**config.mk**
```make
export PLATFORM = sky130hd
export DESIGN_NAME = serial_subtractor
export DESIGN_NICKNAME = d
export VERILOG_FILES = /design/src/rtl/serial_subtractor_pkg.sv /design/src/rtl/serial_subtractor_full_subtractor.sv /design/src/rtl/serial_subtractor.sv
export SDC_FILE = /design/constraint.sdc
export NUM_CORES = 1
export LEC_CHECK = 0
export ABC_AREA = 0
export BUFFER_PORTS_ARGS = -buffer_cell sky130_fd_sc_hd__buf_4
export CORE_MARGIN = 2
export CORE_UTILIZATION = 57
export DETAILED_ROUTE_END_ITERATION = 16
export PLACE_DENSITY = 0.89
export SLEW_MARGIN = 15
export SYNTH_ARGS = -nofsm -noshare
export SYNTH_HDL_FRONTEND = slang
export SYNTH_HIERARCHICAL = 1
export SYNTH_SLANG_ARGS = --single-unit
```
**constraint.sdc**
```tcl
create_clock -name clk -period 2.7 [get_ports clk]
set_input_delay 0.54 -clock clk [delete_from_list [all_inputs] [get_ports clk]]
set_output_delay 0.54 -clock clk [all_outputs]
set_load 0.01 [all_outputs]
```
**src/rtl/serial_subtractor_pkg.sv**
```systemverilog
// Shared types and constants for the bit-serial subtractor.
package serial_subtractor_pkg;

  localparam int DEFAULT_WIDTH = 8;

  typedef enum logic [1:0] {
    IDLE = 2'd0,
    RUN  = 2'd1,
    DONE = 2'd2
  } state_e;

endpackage

```
**src/rtl/serial_subtractor_full_subtractor.sv**
```systemverilog
// One-bit full subtractor: d = a - b - bin, with borrow-out.
module full_subtractor (
  input  logic a,
  input  logic b,
  input  logic bin,
  output logic d,
  output logic bout
);

  assign d    = a ^ b ^ bin;
  assign bout = (~a & b) | (~(a ^ b) & bin);

endmodule

```
**src/rtl/serial_subtractor.sv**
```systemverilog
// Bit-serial a - b, LSB first, one bit per cycle; signed overflow flag when
// SERIAL_SUBTRACTOR_OVERFLOW_EN is defined.
module serial_subtractor
  import serial_subtractor_pkg::*;
#(
  parameter int WIDTH = DEFAULT_WIDTH
) (
  input  logic             clk,
  input  logic             rst,
  input  logic             start,
  input  logic [WIDTH-1:0] a,
  input  logic [WIDTH-1:0] b,
  output logic             busy,
  output logic             done,
  output logic [WIDTH-1:0] diff,
`ifdef SERIAL_SUBTRACTOR_OVERFLOW_EN
  output logic             overflow,
`endif
  output logic             borrow
);

  localparam int CW = $clog2(WIDTH + 1);

  state_e           state_q, state_d;
  logic [WIDTH-1:0] a_q, a_d, b_q, b_d, diff_q, diff_d;
  logic             borrow_q, borrow_d;
  logic [CW-1:0]    cnt_q, cnt_d;
  logic             d_bit, bout_bit;

  full_subtractor u_fs (
    .a   (a_q[0]),
    .b   (b_q[0]),
    .bin (borrow_q),
    .d   (d_bit),
    .bout(bout_bit)
  );

`ifdef SERIAL_SUBTRACTOR_OVERFLOW_EN
  // Operand sign bits are lost to shifting, so keep them for the final flag.
  logic a_msb_q, a_msb_d, b_msb_q, b_msb_d, ovf_q, ovf_d;
`endif

  always_comb begin
    state_d  = state_q;
    a_d      = a_q;
    b_d      = b_q;
    diff_d   = diff_q;
    borrow_d = borrow_q;
    cnt_d    = cnt_q;
`ifdef SERIAL_SUBTRACTOR_OVERFLOW_EN
    a_msb_d  = a_msb_q;
    b_msb_d  = b_msb_q;
    ovf_d    = ovf_q;
`endif
    case (state_q)
      IDLE: begin
        if (start) begin
          a_d      = a;
          b_d      = b;
          borrow_d = 1'b0;
          cnt_d    = '0;
          state_d  = RUN;
`ifdef SERIAL_SUBTRACTOR_OVERFLOW_EN
          a_msb_d  = a[WIDTH-1];
          b_msb_d  = b[WIDTH-1];
`endif
        end
      end
      RUN: begin
        a_d               = a_q >> 1;
        b_d               = b_q >> 1;
        diff_d            = diff_q >> 1;
        diff_d[WIDTH-1]   = d_bit;
        borrow_d          = bout_bit;
        cnt_d             = cnt_q + CW'(1);
        if (cnt_q == CW'(WIDTH - 1)) begin
          state_d = DONE;
`ifdef SERIAL_SUBTRACTOR_OVERFLOW_EN
          ovf_d   = (a_msb_q != b_msb_q) && (d_bit != a_msb_q);
`endif
        end
      end
      DONE:    state_d = IDLE;
      default: state_d = IDLE;
    endcase
  end

  always_ff @(posedge clk) begin
    if (rst) begin
      state_q  <= IDLE;
      a_q      <= '0;
      b_q      <= '0;
      diff_q   <= '0;
      borrow_q <= 1'b0;
      cnt_q    <= '0;
`ifdef SERIAL_SUBTRACTOR_OVERFLOW_EN
      a_msb_q  <= 1'b0;
      b_msb_q  <= 1'b0;
      ovf_q    <= 1'b0;
`endif
    end else begin
      state_q  <= state_d;
      a_q      <= a_d;
      b_q      <= b_d;
      diff_q   <= diff_d;
      borrow_q <= borrow_d;
      cnt_q    <= cnt_d;
`ifdef SERIAL_SUBTRACTOR_OVERFLOW_EN
      a_msb_q  <= a_msb_d;
      b_msb_q  <= b_msb_d;
      ovf_q    <= ovf_d;
`endif
    end
  end

  assign busy   = (state_q == RUN);
  assign done   = (state_q == DONE);
  assign diff   = diff_q;
  assign borrow = borrow_q;
`ifdef SERIAL_SUBTRACTOR_OVERFLOW_EN
  assign overflow = ovf_q;
`endif

endmodule
```
; ---- Word-level counts from Yosys, hierarchy flattened
; Index checks and enable logic that the tools add are counted.
[totals]
register_bits = 31
inputBits = 19
out_inout_bits = 11
word_cells = 34
[classes]
add_sub_neg = 1
n_eq_ne = 5
mux = 11
bitwise_logic = 7
n_reduce_logical = 4
[ops]
columns = operator, count
row1 = case mux 8 bit (2 select lines), 2
row2 = 2-to-1 mux 8 bit, 2
row3 = case mux 4 bit (2 select lines), 1
row4 = "adder 4 x 1 -> 4 bit, second input constant", 1
row5 = "equality test 4 x 3 -> 1 bit, second input constant", 1
row6 = 2-to-1 mux 2 bit, 2
row7 = 2-to-1 mux 4 bit, 1
row8 = case mux 2 bit (2 select lines), 1
row9 = AND reduction 2 bit, 2
row10 = bitwise AND 1 bit, 2
row11 = "equality test 2 x 1 -> 1 bit, second input constant", 1
row12 = "equality test 2 bit, second input constant", 1
row13 = zero test 2 bit, 1
row14 = "inequality test 2 x 1 -> 1 bit, second input constant", 1
row15 = "inequality test 2 bit, second input constant", 1
row16 = inverter 1 bit, 2
row17 = case mux 1 bit (2 select lines), 1
row18 = nonzero test 2 bit, 1
row19 = XOR 1 bit, 2
row20 = 2-to-1 mux 1 bit, 1
row21 = OR 1 bit, 1

; ---- Logic depth before layout (Yosys ltp)
; Gate-level depths: netlist (run 1).
[depth]
ltp_word = 5
ltp_mapped = 5
mapped_depth_nobuf = 5

; ---- Modules after synthesis
; Netlist (run 1), hierarchy kept.
[modules_own_cells]
columns = mod, instances, cells_per_inst, area_each_um2, seq_area_each_um2
row1 = serial_subtractor, 1, 187, 1452.6, 620.6
row2 = full_subtractor, 1, 4, 31.3, 0.0

; ---- Worst setup path before layout (run 1)
; OpenSTA, ideal clock, no wires.
[synth_timing]
kind = register -> output
from = register state_q[1]
to = output port done
arrival_ps = 971
t_required_ps = 2160
slack_ps = 1189
stages_incl_launch_ff = 4
path_buffers = 2
path_cell_list = dfxtp_1 > buf_2 > buf_2 > nor2b_1
[synth_between]
elab_chain_len = 1
[synth_lines]
columns = element, line
row1 = from (decl), serial_subtractor.sv:24  ; state_e state_q, state_d;
row2 = from (signal assigned), serial_subtractor.sv:102  ; state_q <= state_d;
row3 = equality test 2 bit, serial_subtractor.sv:117  ; assign done = (state_q == DONE);
row4 = to (decl), serial_subtractor.sv:14  ; output logic done,
; Every way passes these cells.

; ---- Worst setup path in the final report (run 1)
[layout_timing]
from = register state_q[1]
to = output port busy
[layout_between]
elab_chain_len = 1
[layout_lines]
columns = element, line
row1 = equality test 2 x 1 -> 1 bit, serial_subtractor.sv:116  ; assign busy = (state_q == RUN);
row2 = to (decl), serial_subtractor.sv:13  ; output logic busy,
; Every way passes these cells.

==> results of run 1 <==
-- metrics by stage --
stage	utilization [%]	std cells	total power [uW]	hold slack [ns]
2_1_floorplan	-	191	604.8	0.4547
3_3_place_gp	67.98	238	640.0	0.4499
3_5_place_dp	67.98	238	647.6	0.4515
4_1_cts	71.46	246	1026	0.4657
5_1_grt	71.46	246	1068	0.4770
6_report	71.46	246	1020	0.4610
-- kinds of logic (layout without fill, tap and decap cells) --
logic type | Yosys count | after routing
DFF | 31 | 31
adders and majority gates | 2 | 2
muxes | 1 | 1
buffers and inverters | 32 | 57
AOI/OAI and AO/OA | 60 | 60
and+or+nand+nor | 65 | 65
-- flip-flops by register name, summed over array words and instances (netlist names) --
name,flops
a_q,8
borrow,1
diff,8
cnt_q,4
state_q,2
b_q,8
-- metal layers --
layer  share of wire [%]  vias up  wire [um]  GRT usage, %
met5                   0        -          0             0
met4                 2.0        0         63         10.16
met3                 5.2        7        165         8.602
met2                  49       31       1561         38.69
met1                  44      637       1381         27.18
li1                    -      697          -             -
-- cell type report --
cell class | instances | area share [%]
sequential | 31 | 35.05
clock inverter | 2 | 1.979
clock buffer | 6 | 2.898
multi-input combinational | 128 | 40.99
timing repair buffer | 31 | 13.14
inverter | 18 | 3.816
tap | 30 | 2.120
-- critical path: cells and delay by family, from the launching register on --
kind / cells / cell delay [ns]
flip-flops: 1 / 0.32
AND/OR/NAND/NOR: 1 / 0.25
buffers and inverters: 2 / 0.56
-- report_power, final --
group | total [uW] | leakage, uW | internal [uW] | switching, uW
combinational | 135 | 0.000454 | 65.2 | 69.7
sequential | 504 | 0.000254 | 483 | 21.0
clock | 381 | 0.0000482 | 219 | 162
-- cells in the mapped netlist --
cell type,number
a211oi_1,1
a21oi_1,38
a22oi_1,2
a31oi_1,2
buf_2,8
buf_4,2
clkbuf_1,4
dfxtp_1,31
fa_1,1
ha_1,1
inv_1,18
mux2i_1,1
nand2_1,21
nand2b_4,1
nand3_1,2
nand3b_1,2
nor2_1,31
nor2b_1,5
nor4_1,1
o21a_1,1
o21bai_1,1
o221a_2,13
o22ai_1,2
or2_2,1
or3_1,1
-- worst min-delay path by stage --
stage / startpoint / to / slack, ns / depth (start not counted)
after floorplan: b_q[7]$_SDFFE_PP0P_ / b_q[7]$_SDFFE_PP0P_ / 0.45 / 2
after global placement: diff[0]$_SDFFE_PP0N_ / diff[0]$_SDFFE_PP0N_ / 0.45 / 2
after detailed placement: diff[0]$_SDFFE_PP0N_ / diff[0]$_SDFFE_PP0N_ / 0.45 / 2
after CTS: diff[0]$_SDFFE_PP0N_ / diff[0]$_SDFFE_PP0N_ / 0.47 / 2
after global routing: b[7] / b_q[7]$_SDFFE_PP0P_ / 0.48 / 3
final: diff[0]$_SDFFE_PP0N_ / diff[0]$_SDFFE_PP0N_ / 0.46 / 2
==> impl_metrics.yaml, run 1 <==
layout:
  n_antenna_cell: 0
  multi_input_area_um2: 725.7
  final_common_cell: "a21oi_1"
  fin_area_um2: 1770
  nets: 236
  drive_gt1_share_pct: 25.00
  ff_latch_area_um2: 620.6
  fill_cells: 195
  final_cell_mix: "38 x a21oi_1, 31 x nor2_1, 31 x dfxtp_1, 31 x buf_4, 21 x nand2_1"
  area_growth_pct: 19.31
logic_synthesis:
  muxShareOfSynthArea_pct: 0.6745
  synth_adder_area_share_pct: 2.192
  yosysTopAreaCellShare_pct: 41.82
  ys_types: 25
  syn-instance-count: 191
  yosysSeqAreaShare_pct: 41.82
  synth_top_family_by_area: "compound AO/OA/AOI/OAI gates"
  yosysTopAreaCell: "dfxtp_1"
  ys_warn_count: 6
  ys_ff_latch: 31
  synth_xor_area_share_pct: 0
  synth.avg_cell_area_um2: 7.769
  synthSimpleGateAreaFrac_pct: 19.14
  synth_area_um2: 1484
  synth_compound_area_share_pct: 26.90
  syn_nets: 212
  synth_area_leaders: "dfxtp_1 42%, a21oi_1 13%, o221a_2 9.9%"
placed_design:
  place_ws_ns: 1.080
  hpwl_um: 2100
  place_area_um2: 1684
  gp_congestion: 0.7936
  io_buffer_count: 29
sta:
  finalSetupTns_ns: 0
  fmax_ghz: 0.5006
  fin_skew_ns: 0.003175
  slew_headroom_pct: 68.90
  hold_violations: 0
  drv_slew: 0
  rsz0062_at_grt: "false"
  worst_pin_slew_ns: 0.4655
  fin_ws_ns: 0.7025
  period_needed_ns: 1.998
  timing.final.crit_share_pct: 73.98
  finalSetupViolCount: 0
worst_setup_path:
  worstSetupStartpointType: "flop"
  r2r_start: "state_q[0]$_SDFFE_PP0P_"
  worstPathArrival_ns: 1.46
  worst_path_largest_cell_delay_ns: 0.36
  required_ns: 2.16
  crit_slowest_cell: "inv_1"
  r2r_end: "cnt_q[2]$_SDFFE_PP0P_"
  endpoint: "busy"
  reg2reg_depth: 4
  r2r_slack_ns: 1.38
  cp_max_fo: 24
  critPathLaunch: "state_q[1]$_SDFFE_PP0P_"
  endpoint_kind: "primary output"
  crit_chain: "nand2b_4 -> inv_1 -> buf_4"
  crit_type: "reg2out"
hold_path:
  holdCritPathClass: "reg2reg"
global_routing:
  grt_pass1_wl_um: 5009
  grt_max_degree: 33
  track_usage_pct: 23.44
  antenna_found_initial: 0
  grt_pass1_vias: 1189
  overflow: 0
route:
  totalWireLength_um: 3171
  drt_pass1_iterations: 4
  ant_nets: 0
  post-route-drc-count: 0
  vias_per_cell: 5.577
  vias: 1372
  drt-wirelength-per-cell_um: 12.89
  drtIter0Drc: 29
power_and_ir_drop:
  powerDensity_nw_per_um2: 575.9
  ir_drop_mv: 0.7122
  p_leak_uw: 0.0007568
cts:
  cts_resized: 0
  cts_tree: "done"
  clock_latency_ns: 0.33
  cts-root-buf: "clkbuf_4"
  clkSlewWorstSetupHoldPaths_ns: 0.10
  cts_hold_buf: 0
  cts_buffer_depth: 2
  cts_buffers: 5
  h-tree-depth: 2
  clock-sinks: 31
  cts_setup_buffers: 0
floorplanning:
  die_y_um: 55.03
  placementRows: 18
  io_pins: 30
  start_util_pct: 59.90
  dieArea_um2: 3028
  die_w_um: 55.03
  core_um2: 2477
status:
  status: "finished clean"
run:
  drv_cap: 0
(Power assumes the default switching activity.)
==> run 2, diff against run 1 <==
Settings changed: ABC_AREA 0 to 1, CORE_UTILIZATION 57 to 48, PLACE_DENSITY 0.89 to 0.81.
Clock period 2.7 ns to 1.7 ns, I/O delays scaled along.
==> impl_metrics.yaml, run 2 <==
layout:
  final_common_cell: "nor2_1"
  n_antenna_cell: 0
  final_cell_mix: "56 x nor2_1, 43 x nand2_1, 31 x dfxtp_1, 31 x buf_4, 23 x nand3_1"
  area_growth_pct: 20.14
  nets: 259
  fin_util_pct: 61.16
  drive_gt1_share_pct: 17.99
  fill_cells: 279
  fin_cells: 270
logic_synthesis:
  ys_warn_count: 6
  syn_nets: 231
  yosysMostFrequentCell: "nor2_1"
  synth_commonest_cells: "56 x nor2_1, 43 x nand2_1, 31 x dfxtp_1"
  ys_ff_latch: 31
  ys_types: 18
  yosysTopAreaCellShare_pct: 44.21
  yosysSeqAreaShare_pct: 44.21
  synth_ff_type: "dfxtp_1"
  synthArstFlopShare_pct: 0
  syn-instance-count: 210
  yosysTopAreaCell: "dfxtp_1"
  synth_edf_count: 0
  synth_area_leaders: "dfxtp_1 44%, nor2_1 15%, nand2_1 11%"
  synth_area_um2: 1404
  synth.avg_cell_area_um2: 6.685
sta:
  fin_ws_ns: 0.1493
  rsz0062_at_grt: "false"
  fin_skew_ns: 0.005007
  drv_slew: 0
  hold_violations: 0
  worst_pin_slew_ns: 0.3670
  fmax_ghz: 0.6449
  slew_headroom_pct: 75.51
  finalSetupTns_ns: 0
  period_needed_ns: 1.551
  timing.final.crit_share_pct: 91.22
  finalSetupViolCount: 0
route:
  totalWireLength_um: 2828
  drt_pass1_iterations: 4
  wl_met3_um: 156
  drtIter0Drc: 21
  dr_wl_met2_um: 1276
  ant_nets: 0
  vias: 1296
  wl_met1_um: 1372
  dr.max_layer_used: "met4"
  drt-wirelength-per-cell_um: 10.47
  post-route-drc-count: 0
  vias_per_cell: 4.800
worst_setup_path:
  worst_path_largest_cell_delay_ns: 0.39
  crit_slowest_cell: "dfxtp_1"
  r2r_start: "state_q[0]$_SDFFE_PP0P_"
  crit_family: "flip-flops"
  required_ns: 1.36
  crit_type: "reg2out"
  worstPathArrival_ns: 1.21
  cp_max_fo: 12
  worstSetupStartpointType: "flop"
  critPathLaunch: "state_q[0]$_SDFFE_PP0P_"
  endpoint_kind: "primary output"
  crit_buf_inv: 2
  crit_chain: "inv_1 -> nor2_4 -> buf_4"
hold_path:
  hp-start: "a[7]"
  holdCritPathClass: "in2reg"
floorplanning:
  placementRows: 19
  core_um2: 2758
  die_y_um: 58.08
  start_util_pct: 50.91
  die_w_um: 58.08
  io_pins: 30
  dieArea_um2: 3373
cts:
  cts-root-buf: "clkbuf_4"
  cts_setup_buffers: 0
  cts_hold_buf: 0
  h-tree-depth: 2
  cts_buffer_depth: 2
  clkSlewWorstSetupHoldPaths_ns: 0.10
  clock-sinks: 31
  cts_tree: "done"
  cts_buffers: 5
  cts_resized: 0
  clock_latency_ns: 0.32
placed_design:
  hpwl_um: 1920
  gp_congestion: 0.8055
  place_ws_ns: 0.4186
  dp_cells: 262
  io_buffer_count: 29
global_routing:
  track_usage_pct: 19.39
  overflow: 0
  grt_pass1_vias: 1154
  antenna_found_initial: 0
  grt_max_degree: 18
  grt_pass1_wl_um: 4988
power_and_ir_drop:
  p_leak_uw: 0.0007961
  powerDensity_nw_per_um2: 950.5
  ir_drop_mv: 0.6801
run:
  drv_cap: 0
status:
  status: "finished clean"
[run 2: changes by cell type in the layout (fill, tap and decap cells not counted), sizes merged, moves of 12 or more]
cell,delta
o21ai,+12
nand2,+25
a21oi,-32
nor2,+26
nand3,+21
o221a,-13
[run 2: layer usage]
layer	global-route usage, %	vias up
li1	-	701
met1	25.38	558
met2	29.71	33
met3	6.027	4
met4	7.973	0
met5	0	-
[run 2: cell type report]
cell class                      instances  area, um2  share of cell area, %
Timing Repair Buffer                   31      232.7                  13.80
Sequential cell                        31      620.6                  36.80
Multi-Input combinational cell        146      639.4                  37.91
Clock buffer                            8      68.82                  4.080
Inverter                               23      86.33                  5.119
Tap cell                               31      38.79                  2.300
[run 2: cell families (layout without fill, tap and decap cells)]
| family | after synthesis | after routing | synth area share (%) |
|---|---|---|---|
| AND/OR/NAND/NOR | 126 | 126 | 36.81 |
| buffers and inverters | 33 | 62 | 10.25 |
| AO/OA/AOI/OAI | 18 | 18 | 6.417 |
| flip-flops | 31 | 31 | 44.21 |
| adder cells (fa/ha/maj) | 2 | 2 | 2.317 |
[run 2: power by group]
group	switching, uW	internal [uW]	total, uW
clock	243	243	486
combinational	173	126	298
sequential	35.8	782	818
[run 2: per-stage QoR]
step	cell area, um2	power, uW	hold slack [ns]
floorplan	1404	1032	0.4258
global route	1687	1709	0.2421
global placement	1618	1129	0.4576
CTS	1687	1616	0.2582
finish	1687	1603	0.2623
detailed placement	1618	1134	0.4572
[run 2: path summary, 6_finish.rpt]
kind	slack, ns	to	cells past startpoint
worst max-delay path	0.15	busy	3
worst min register to register	0.47	b_q[2]$_SDFFE_PP0P_	2
worst max register to register	0.40	b_q[0]$_SDFFE_PP0P_	7
worst min-delay path	0.26	a_q[7]$_SDFFE_PP0P_	3
[run 2: worst min-delay path: stages]
cell and delay (ns):
buf_4 0.11, nand2_1 0.05, a21oi_1 0.05
==> run 3, diff against run 2 <==
==> constraint.sdc (replaced) <==
create_clock -name clk -period 1.7 [get_ports clk]
set_input_delay 0.255 -clock clk [delete_from_list [all_inputs] [get_ports clk]]
set_output_delay 0.255 -clock clk [all_outputs]
set_load 0.01 [all_outputs]
==> impl_metrics.yaml, run 3 (same netlist as run 2, synthesis figures left out) <==
status:
  status: "finished clean"
route:
  dr.max_layer_used: "met4"
  post-route-drc-count: 0
  drt-wirelength-per-cell_um: 10.43
  totalWireLength_um: 2838
  drt_pass1_iterations: 4
  wl_met1_um: 1241
  drtIter0Drc: 36
  vias: 1327
  vias_per_cell: 4.879
  ant_nets: 0
  dr_wl_met2_um: 1359
  wl_met3_um: 195
floorplanning:
  dieArea_um2: 3373
  io_pins: 30
  die_w_um: 58.08
  placementRows: 19
  core_um2: 2758
  start_util_pct: 50.91
  die_y_um: 58.08
sta:
  rsz0062_at_grt: "false"
  worst_pin_slew_ns: 0.3912
  finalSetupTns_ns: 0
  drv_slew: 0
  whs_ns: 0.1712
  period_needed_ns: 1.408
  timing.final.crit_share_pct: 82.85
  fmax_ghz: 0.7100
  fin_ws_ns: 0.2916
  finalSetupViolCount: 0
  fin_skew_ns: 0.009526
  slew_headroom_pct: 73.89
  hold_violations: 0
global_routing:
  overflow: 0
  antenna_found_initial: 0
  grt_max_degree: 19
  grt_pass1_vias: 1184
  grt_pass1_wl_um: 4864
  track_usage_pct: 18.88
worst_setup_path:
  worstPathArrival_ns: 1.15
  r2r_slack_ns: 0.38
  required_ns: 1.44
  crit_type: "reg2out"
  endpoint_kind: "primary output"
  r2r_end: "b_q[6]$_SDFFE_PP0P_"
  cp_max_fo: 7
  reg2reg_depth: 6
  worstSetupStartpointType: "flop"
  r2r_start: "state_q[1]$_SDFFE_PP0P_"
cts:
  h-tree-depth: 2
  cts_buffer_depth: 2
  clock_latency_ns: 0.33
  cts_hold_buf: 0
  cts-root-buf: "clkbuf_4"
  cts_setup_buffers: 0
  cts_buffers: 5
  cts_tree: "done"
  cts_resized: 0
  clock-sinks: 31
  clkSlewWorstSetupHoldPaths_ns: 0.09
power_and_ir_drop:
  powerDensity_nw_per_um2: 950.9
  p_leak_uw: 0.0008054
  ir_drop_mv: 0.8007
placed_design:
  gp_congestion: 0.7703
  io_buffer_count: 29
  hpwl_um: 2005
  place_ws_ns: 0.3960
hold_path:
  whs_path_depth: 3
  hp-start: "b[7]"
  min_to: "b_q[7]$_SDFFE_PP0P_"
  holdCritPathClass: "in2reg"
layout:
  area_growth_pct: 21.21
  final_cell_mix: "56 x nor2_1, 43 x nand2_1, 33 x buf_4, 31 x dfxtp_1, 23 x nand3_1"
  nets: 261
  drive_gt1_share_pct: 18.67
  n_antenna_cell: 0
  final_common_cell: "nor2_1"
  fill_cells: 270
  fin_util_pct: 61.71
run:
  drv_cap: 0
[run 3: area by class of cell]
type | count | area [um2] | share of cell area (%)
Multi-Input combinational cell | 146 | 639.4 | 37.57
Sequential cell | 31 | 620.6 | 36.47
Timing Repair Buffer | 33 | 247.7 | 14.56
Inverter | 23 | 86.33 | 5.074
Clock buffer | 8 | 68.82 | 4.044
Tap cell | 31 | 38.79 | 2.279
[run 3: worst max-delay path: stages (launching register included)]
cell and delay, ns:
dfxtp_1 0.40, inv_1 0.09, nor2_4 0.18, buf_4 0.15
[run 3: power breakdown]
group,internal [uW],total (uW),leakage (uW),switching (uW)
combinational,133,305,0.000513,172
clock,243,494,0.0000386,251
sequential,782,820,0.000254,37.4
total,1160,1620,0.000805,460
[run 3: metal layers]
metal	up-vias	GRT usage, %
li1	703	-
met2	43	32.63
met3	6	6.696
met1	575	21.76
met4	0	5.980
met5	-	0
[run 3: worst max path at each step]
| stage | slack (ns) | endpoint | start |
|---|---|---|---|
| after floorplan | 0.54 | diff[7]$_SDFFE_PP0N_ | borrow$_SDFFE_PP0P_ |
| after global placement | 0.44 | state_q[1]$_SDFFE_PP0P_ | state_q[0]$_SDFFE_PP0P_ |
| after detailed placement | 0.40 | b_q[6]$_SDFFE_PP0P_ | state_q[1]$_SDFFE_PP0P_ |
| after CTS | 0.09 | busy | state_q[0]$_SDFFE_PP0P_ |
| after global routing | 0.19 | busy | state_q[0]$_SDFFE_PP0P_ |
| final | 0.29 | busy | state_q[0]$_SDFFE_PP0P_ |
[run 3: per-stage QoR]
stage               cell area [um2]  power, uW  std cells
detailed placement             1618       1136        262
global placement               1618       1127        262
CTS                            1687       1623        270
floorplan                      1404       1032        210
finish                         1702       1618        272
global route                   1702       1709        272
